<file path="src/rtl/output_stage_fifo_pkg.sv">
// rtl/output_stage_fifo_pkg.sv - shared widths for PE array, output stage and fill controller
// Purpose: default accumulator/feature widths and rescale shift used across the slice.
// Ports: none (package).
package output_stage_fifo_pkg;

  localparam int ACC_W_DEF  = 32;
  localparam int DATA_W_DEF = 16;
  localparam int SHIFT_DEF  = 8;
  localparam int DEPTH_DEF  = 16;

endpackage

</file>
<file path="src/rtl/output_stage_fifo_rescale.sv">
// rtl/output_stage_fifo_rescale.sv - combinational shift, ReLU and saturation of one accumulator word
// Purpose: t = acc >>> SHIFT, optional clamp of negatives to 0, saturate to signed DATA_W.
// Ports:
//   acc_data  in  ACC_W   signed accumulator result
//   relu_en   in  1       clamp negative results to 0
//   res       out DATA_W  rescaled, saturated word
module sat_relu_rescale
  import output_stage_fifo_pkg::*;
#(
  parameter int ACC_W  = ACC_W_DEF,
  parameter int DATA_W = DATA_W_DEF,
  parameter int SHIFT  = SHIFT_DEF
) (
  input  logic [ACC_W-1:0]  acc_data,
  input  logic              relu_en,
  output logic [DATA_W-1:0] res
);

  // Saturation bounds expressed at accumulator width; ~MAXV is the most negative value.
  localparam logic signed [ACC_W-1:0] MAXV = ACC_W'((64'sd1 <<< (DATA_W-1)) - 64'sd1);
  localparam logic signed [ACC_W-1:0] MINV = ~MAXV;

  logic signed [ACC_W-1:0] sh;
  logic signed [ACC_W-1:0] t;

  assign sh = $signed(acc_data) >>> SHIFT;

  always_comb begin
    t = sh;
    if (relu_en && (sh < 0)) begin
      t = '0;
    end
    if (t > MAXV) begin
      res = MAXV[DATA_W-1:0];
    end else if (t < MINV) begin
      res = MINV[DATA_W-1:0];
    end else begin
      res = t[DATA_W-1:0];
    end
  end

endmodule

</file>
<file path="src/rtl/output_stage_fifo.sv">
// rtl/output_stage_fifo.sv - rescale stage plus show-ahead FIFO feeding the output-buffer fill controller
// Purpose: capture accepted accumulator words into a stage register (rescaled), then write
//   them into a DEPTH-entry register-array FIFO one edge later; show-ahead read port.
// Ports:
//   w_clk, reset (async, active-low), flush (sync clear, sticky flags kept)
//   relu_en, acc_valid, acc_data, acc_ready     accumulator input side
//   rd_en, rd_data, is_empty, is_full, count    fill-controller read side
//   overflow, underflow                         sticky error flags
module output_stage_fifo
  import output_stage_fifo_pkg::*;
#(
  parameter int ACC_W  = ACC_W_DEF,
  parameter int DATA_W = DATA_W_DEF,
  parameter int DEPTH  = DEPTH_DEF,
  parameter int SHIFT  = SHIFT_DEF
) (
  input  logic                     w_clk,
  input  logic                     reset,
  input  logic                     flush,
  input  logic                     relu_en,
  input  logic                     acc_valid,
  input  logic [ACC_W-1:0]         acc_data,
  output logic                     acc_ready,
  input  logic                     rd_en,
  output logic [DATA_W-1:0]        rd_data,
  output logic                     is_empty,
  output logic                     is_full,
  output logic [$clog2(DEPTH):0]   count,
  output logic                     overflow,
  output logic                     underflow
);

  localparam int AW = $clog2(DEPTH);
  localparam int PW = AW + 1;

  logic [DATA_W-1:0] mem [DEPTH];
  logic [PW-1:0]     wr_ptr;
  logic [PW-1:0]     rd_ptr;
  logic              stage_valid;
  logic [DATA_W-1:0] stage_data;
  logic [DATA_W-1:0] rescaled;
  logic [PW:0]       occupancy;
  logic              accept;
  logic              push;
  logic              pop;

  sat_relu_rescale #(
    .ACC_W  (ACC_W),
    .DATA_W (DATA_W),
    .SHIFT  (SHIFT)
  ) u_rescale (
    .acc_data (acc_data),
    .relu_en  (relu_en),
    .res      (rescaled)
  );

  // The stage word has a reserved slot, so acceptance counts it as already stored.
  assign occupancy = {1'b0, count} + {{PW{1'b0}}, stage_valid};
  assign acc_ready = occupancy < (PW+1)'(DEPTH);
  assign is_empty  = (count == '0);
  assign is_full   = (count == PW'(DEPTH));
  assign rd_data   = mem[rd_ptr[AW-1:0]];

  assign accept = acc_valid & acc_ready & ~flush;
  assign push   = stage_valid & ~flush;
  assign pop    = rd_en & ~is_empty & ~flush;

  always_ff @(posedge w_clk or negedge reset) begin
    if (!reset) begin
      stage_valid <= 1'b0;
      stage_data  <= '0;
      wr_ptr      <= '0;
      rd_ptr      <= '0;
      count       <= '0;
      overflow    <= 1'b0;
      underflow   <= 1'b0;
    end else if (flush) begin
      stage_valid <= 1'b0;
      wr_ptr      <= '0;
      rd_ptr      <= '0;
      count       <= '0;
    end else begin
      stage_valid <= accept;
      if (accept) begin
        stage_data <= rescaled;
      end
      if (acc_valid && !acc_ready) begin
        overflow <= 1'b1;
      end
      if (rd_en && is_empty) begin
        underflow <= 1'b1;
      end
      if (push) begin
        wr_ptr <= wr_ptr + 1'b1;
      end
      if (pop) begin
        rd_ptr <= rd_ptr + 1'b1;
      end
      case ({push, pop})
        2'b10:   count <= count + 1'b1;
        2'b01:   count <= count - 1'b1;
        default: count <= count;
      endcase
    end
  end

  // Storage has no reset so it maps onto distributed RAM.
  always_ff @(posedge w_clk) begin
    if (push) begin
      mem[wr_ptr[AW-1:0]] <= stage_data;
    end
  end

endmodule

</file>
<file path="config.mk">
export PLATFORM = sky130hd
export DESIGN_NAME = output_stage_fifo
export DESIGN_NICKNAME = d
export VERILOG_FILES = /design/src/rtl/output_stage_fifo_pkg.sv /design/src/rtl/output_stage_fifo_rescale.sv /design/src/rtl/output_stage_fifo.sv
export SDC_FILE = /design/constraint.sdc
export NUM_CORES = 1
export LEC_CHECK = 0
export BUFFER_PORTS_ARGS = -buffer_cell sky130_fd_sc_hd__buf_2
export CELL_PAD_IN_SITES_DETAIL_PLACEMENT = 1
export CELL_PAD_IN_SITES_GLOBAL_PLACEMENT = 2
export CORE_MARGIN = 2
export CORE_UTILIZATION = 47
export DETAILED_ROUTE_END_ITERATION = 12
export GPL_TIMING_DRIVEN = 0
export PLACE_DENSITY = 0.84
export SETUP_SLACK_MARGIN = 0.1
export SLEW_MARGIN = 20
export SYNTH_ARGS = -nofsm -noshare
export SYNTH_HDL_FRONTEND = slang
export SYNTH_SLANG_ARGS = --single-unit
export TNS_END_PERCENT = 20
</file>
<file path="constraint.sdc">
create_clock -name w_clk -period 3 [get_ports w_clk]
set_clock_uncertainty 0.05 [all_clocks]
set_input_delay 0.15 -clock w_clk [delete_from_list [all_inputs] [get_ports w_clk]]
set_output_delay 0.15 -clock w_clk [all_outputs]
set_load 0.01 [all_outputs]
</file>
==> results.md <==
Status:
- The flow ran to the end, and the final reports show no timing, DRC or antenna violations.

Floorplanning:
- The die covers 25500 µm².
- The chip height is 160 µm.
- The floorplan step defined a core boundary enclosing 23600 µm².
- The effective utilization at floorplan is 48.2%.
- Pin placement for this block handled 64 I/O pins.
- Measured along the x axis, the die boundary spans 160 µm.
- The initialized floorplan defines 56 standard-cell rows.

Clock network:
- TritonCTS built the clock tree.
- In this run the number of H-tree levels came out at 1.
- The clock drives 288 sinks.
- The total CTS buffers is 28.
- The root buffer cell is sky130_fd_sc_hd__clkbuf_16.
- The maximum buffer depth of the clock tree is 3.
- Clock latency on the worst-skew pair, taken at its later pin, is 0.55 ns.
- After clock tree synthesis, the clock-pin slew on the worst setup and hold paths is 0.06 ns.

Route:
- In the routed layout, each cell is associated on average with a via count of 5.74.
- The wire length per cell is 25.9 µm.
- The final routed DRC violation total is 0.
- The total number of vias is 5910.
- The count of TritonRoute iterations in the first routing pass is 5.
- The detailed router finished its first iteration with 402 violations.
- The detail route stage leaves a number of antenna-violating nets equal to 0.
- The aggregate routed wire length is 26700 µm.

Synth:
- The share of the synthesized area in the top cell type is 67.5%.
- After synthesis the cells add up to 11400 µm².
- By area the synthesized netlist is led by sky130_fd_sc_hd__edfxtp_1 68%, sky130_fd_sc_hd__mux4_2 16%, sky130_fd_sc_hd__dfrtp_1 7.0%.
- The dominant register cell in the synthesized netlist is sky130_fd_sc_hd__edfxtp_1.
- Synthesis handed over a netlist of 561 instances.
- During synthesis, Yosys emitted a total of 0 warnings.
- In this run, synthesis inferred 256 flip-flops with an integrated enable.
- The share of async-settable or async-resettable flops after synthesis is 11.1%.
- After synthesis, the mean cell area works out to 20.3 µm².
- After synthesis, the netlist uses 44 different library cells.
- The sequential element share of the synthesized area is 74.5%.
- Synthesis inferred 288 register bits.
- The top cell type by total area after synthesis is sky130_fd_sc_hd__edfxtp_1.
- The number of nets produced by synthesis is 606.

Layout:
- The layout overhead on the synthesized area is 18.7%.
- The final instance area is 13500 µm².
- The repair_antennas step left the layout with diodes totalling 0.
- The area taken by flip-flops and latches is 8490 µm².
- The multi-input combinational cells in the finished layout cover a total of 2780 µm².
- The final cell count without fillers is 1029.
- The fraction of the core area covered by cells at the end of the flow is 57.2%.
- In the final layout, the share of cells above drive strength 1 is 34.1%.
- The layout has 2089 filler cells.
- For this run, the post-layout net count is 735.

Placement:
- The placed instances occupy a cell area of 12400 µm².
- The placed wire-length estimate after detailed placement is 18300 µm.
- Including well taps, the total number of placed cells is 955.
- The count of input and output buffers is 55.
- Routability-driven placement finished with a final weighted congestion of 0.779.

GRT:
- Global routing used 21.7% of the available tracks across all layers.
- The initial antenna violation count came to 0.
- The via count of the first global-routing pass is 6538.
- Entering global routing, the biggest net connects 33 pins.
- The global-route wire length before repair is 41200 µm.
- The remaining global-route overflow is 0.

Hold path:
- Along the worst hold path, the cell count comes to 4.
- The worst hold-check path type is primary input to flop.

Timing:
- Setup violations remaining at the end of the flow were counted as 0.
- The minimum period implied by the final worst setup slack is 2.81 ns.
- The final hold violation count is 0.
- The sum of negative setup slack is 0 ns.
- The number of max-slew violations in the final report is 0.
- The worst hold slack is 0.0187 ns.
- Setup repair after global routing could not meet its margin everywhere.
- The tightest slew margin relative to the limit is 45.8%.
- The final cycle utilization of the critical path is 93.5%.
- At the pin with the least slew margin, the transition time is 0.813 ns.
- The fmax is 356 MHz.

Power:
- The internal power is 0.00740 W.
- The analysis attributes to net switching a power of 0.00261 W.
- The proportion of total power due to net switching is 26.1%.
- The static leakage is 4.46 nW.
- Power spread over the standard cell area amounts to 740 nW/µm².
- The maximum ir drop on the vdd rail is 0.441 mV.
- The portion of total power attributed to the clock network is 33.0%.
- Sequential cells burn 48.4% of the power.
- The portion of total power attributed to combinational logic is 18.5%.

Critical path:
- The classification of the worst setup path is flop to output port.
- STA classifies the critical path endpoint as an output port.
- The number of cells on the worst reg-to-reg path is 10.
- Of all nets on the critical path, the largest fanout is 10.
- The worst setup path is launched from a flop.
- At the worst endpoint, the required time is 2.80 ns.
- At the worst endpoint, the arrival time is 2.61 ns.

Job:
- The total of max-cap violations is 0.
placed cells by master, fill, tap and decap left out, types with 10 or more instances in the layout:
| cell type | netlist | final |
|---|---|---|
| sky130_fd_sc_hd__nor2_1 | 37 | 25 |
| sky130_fd_sc_hd__nand2_1 | 27 | 27 |
| sky130_fd_sc_hd__mux4_2 | 80 | 80 |
| sky130_fd_sc_hd__buf_4 | 4 | 10 |
| sky130_fd_sc_hd__a21oi_1 | 21 | 21 |
| sky130_fd_sc_hd__nor2_2 | 0 | 12 |
| sky130_fd_sc_hd__edfxtp_1 | 256 | 256 |
| sky130_fd_sc_hd__clkbuf_16 | 0 | 28 |
| sky130_fd_sc_hd__dlygate4sd3_1 | 0 | 23 |
| sky130_fd_sc_hd__clkbuf_1 | 11 | 13 |
| sky130_fd_sc_hd__dfrtp_1 | 32 | 31 |
| sky130_fd_sc_hd__buf_8 | 0 | 14 |
| sky130_fd_sc_hd__buf_2 | 5 | 59 |
Yosys cell counts (2+ instances only):
master,instances
sky130_fd_sc_hd__a21oi_1,21
sky130_fd_sc_hd__and2_1,2
sky130_fd_sc_hd__buf_1,4
sky130_fd_sc_hd__buf_2,5
sky130_fd_sc_hd__buf_4,4
sky130_fd_sc_hd__buf_6,3
sky130_fd_sc_hd__clkbuf_1,11
sky130_fd_sc_hd__clkbuf_2,2
sky130_fd_sc_hd__dfrtp_1,32
sky130_fd_sc_hd__edfxtp_1,256
sky130_fd_sc_hd__ha_1,7
sky130_fd_sc_hd__inv_1,9
sky130_fd_sc_hd__mux2i_1,3
sky130_fd_sc_hd__mux4_2,80
sky130_fd_sc_hd__nand2_1,27
sky130_fd_sc_hd__nand2b_1,6
sky130_fd_sc_hd__nand3_1,5
sky130_fd_sc_hd__nand4_1,2
sky130_fd_sc_hd__nor2_1,37
sky130_fd_sc_hd__nor2b_1,3
sky130_fd_sc_hd__nor3_1,6
sky130_fd_sc_hd__nor4_1,4
sky130_fd_sc_hd__o21ai_0,4
sky130_fd_sc_hd__o31ai_1,2
sky130_fd_sc_hd__xor2_1,7
through the flow:
step | setup WS, ns | power [W]
after detailed placement | -0.199 | 0.00666
after floorplan | 0.206 | 0.00605
after global placement | -0.914 | 0.00656
final | 0.194 | 0.0100
after global routing | 0.0461 | 0.0104
after CTS | 0.108 | 0.0100
what timing repair did:
item | 4_1_cts | 5_1_grt
setup endpoints to repair | 17 | 17
hold buffers | 23 | 0
buffers inserted | 1 | 0
resized for setup | 30 | 7
endpoints found under the hold margin | 52 | 0
pin swaps | 0 | 0
per-layer routing:
| metal | up-vias | share of wire (%) | GRT usage [%] |
|---|---|---|---|
| li1 | 2532 | - | - |
| met1 | 3135 | 40 | 28.1 |
| met2 | 200 | 52 | 38.2 |
| met3 | 43 | 5.3 | 3.87 |
| met4 | 0 | 2.2 | 5.79 |
| met5 | - | 0 | 0 |
final timing paths:
| kind | startpoint | end | slack [ns] |
|---|---|---|---|
| worst max-delay path | rd_ptr[0] | rd_data[8] | 0.19 |
| max in group asynchronous | reset | rd_ptr[0] | 2.23 |
| min in group asynchronous | reset | rd_ptr[2] | 0.15 |
| worst min register to register | overflow | overflow | 0.44 |
| worst max register to register | count[1] | count[2] | 0.21 |
| worst min-delay path | acc_data[31] | stage_data[13] | 0.02 |
flip-flops by register name, summed over array words and instances (netlist names):
signal       cells
underflow        1
overflow         1
rd_ptr           4
mem            256
count            5
stage_data      16
wr_ptr           4
stage_valid      1
power groups by stage:
| stage | combinational [W] | clock (W) | sequential (W) |
|---|---|---|---|
| 2_1_floorplan | 0.00123 | 0 | 0.00482 |
| 3_3_place_gp | 0.00169 | 0 | 0.00487 |
| 3_5_place_dp | 0.00175 | 0 | 0.00491 |
| 4_1_cts | 0.00186 | 0.00334 | 0.00483 |
| 5_1_grt | 0.00201 | 0.00348 | 0.00487 |
| 6_report | 0.00185 | 0.00331 | 0.00484 |
cells by family (layout without fill, tap and decap cells):
family,after synthesis,after routing,synth area share (%)
simple gates,98,98,3.98
buf+inv,38,187,1.66
xor+xnor,9,9,0.758
fa+ha+maj,7,7,0.769
compound gates,38,38,2.22
mux,83,83,16.1
flops,288,288,74.5
worst max-delay path: stages (launching register included):
cell and delay [ns]:
sky130_fd_sc_hd__dfrtp_2 0.43, sky130_fd_sc_hd__buf_8 0.20, sky130_fd_sc_hd__buf_6 0.22, sky130_fd_sc_hd__mux4_2 0.55
sky130_fd_sc_hd__mux4_2 0.49, sky130_fd_sc_hd__buf_2 0.16
layout make-up:
class | count | area share, %
inverters | 9 | 0.250
plain buffers | 29 | 1.58
well taps | 319 | 2.95
flip-flops and latches | 288 | 62.8
clock buffers | 39 | 5.64
multi-input cells | 235 | 20.5
repair buffers | 99 | 5.57
clock inverters | 11 | 0.639
No activity file was read; power rests on OpenSTA's default activity.
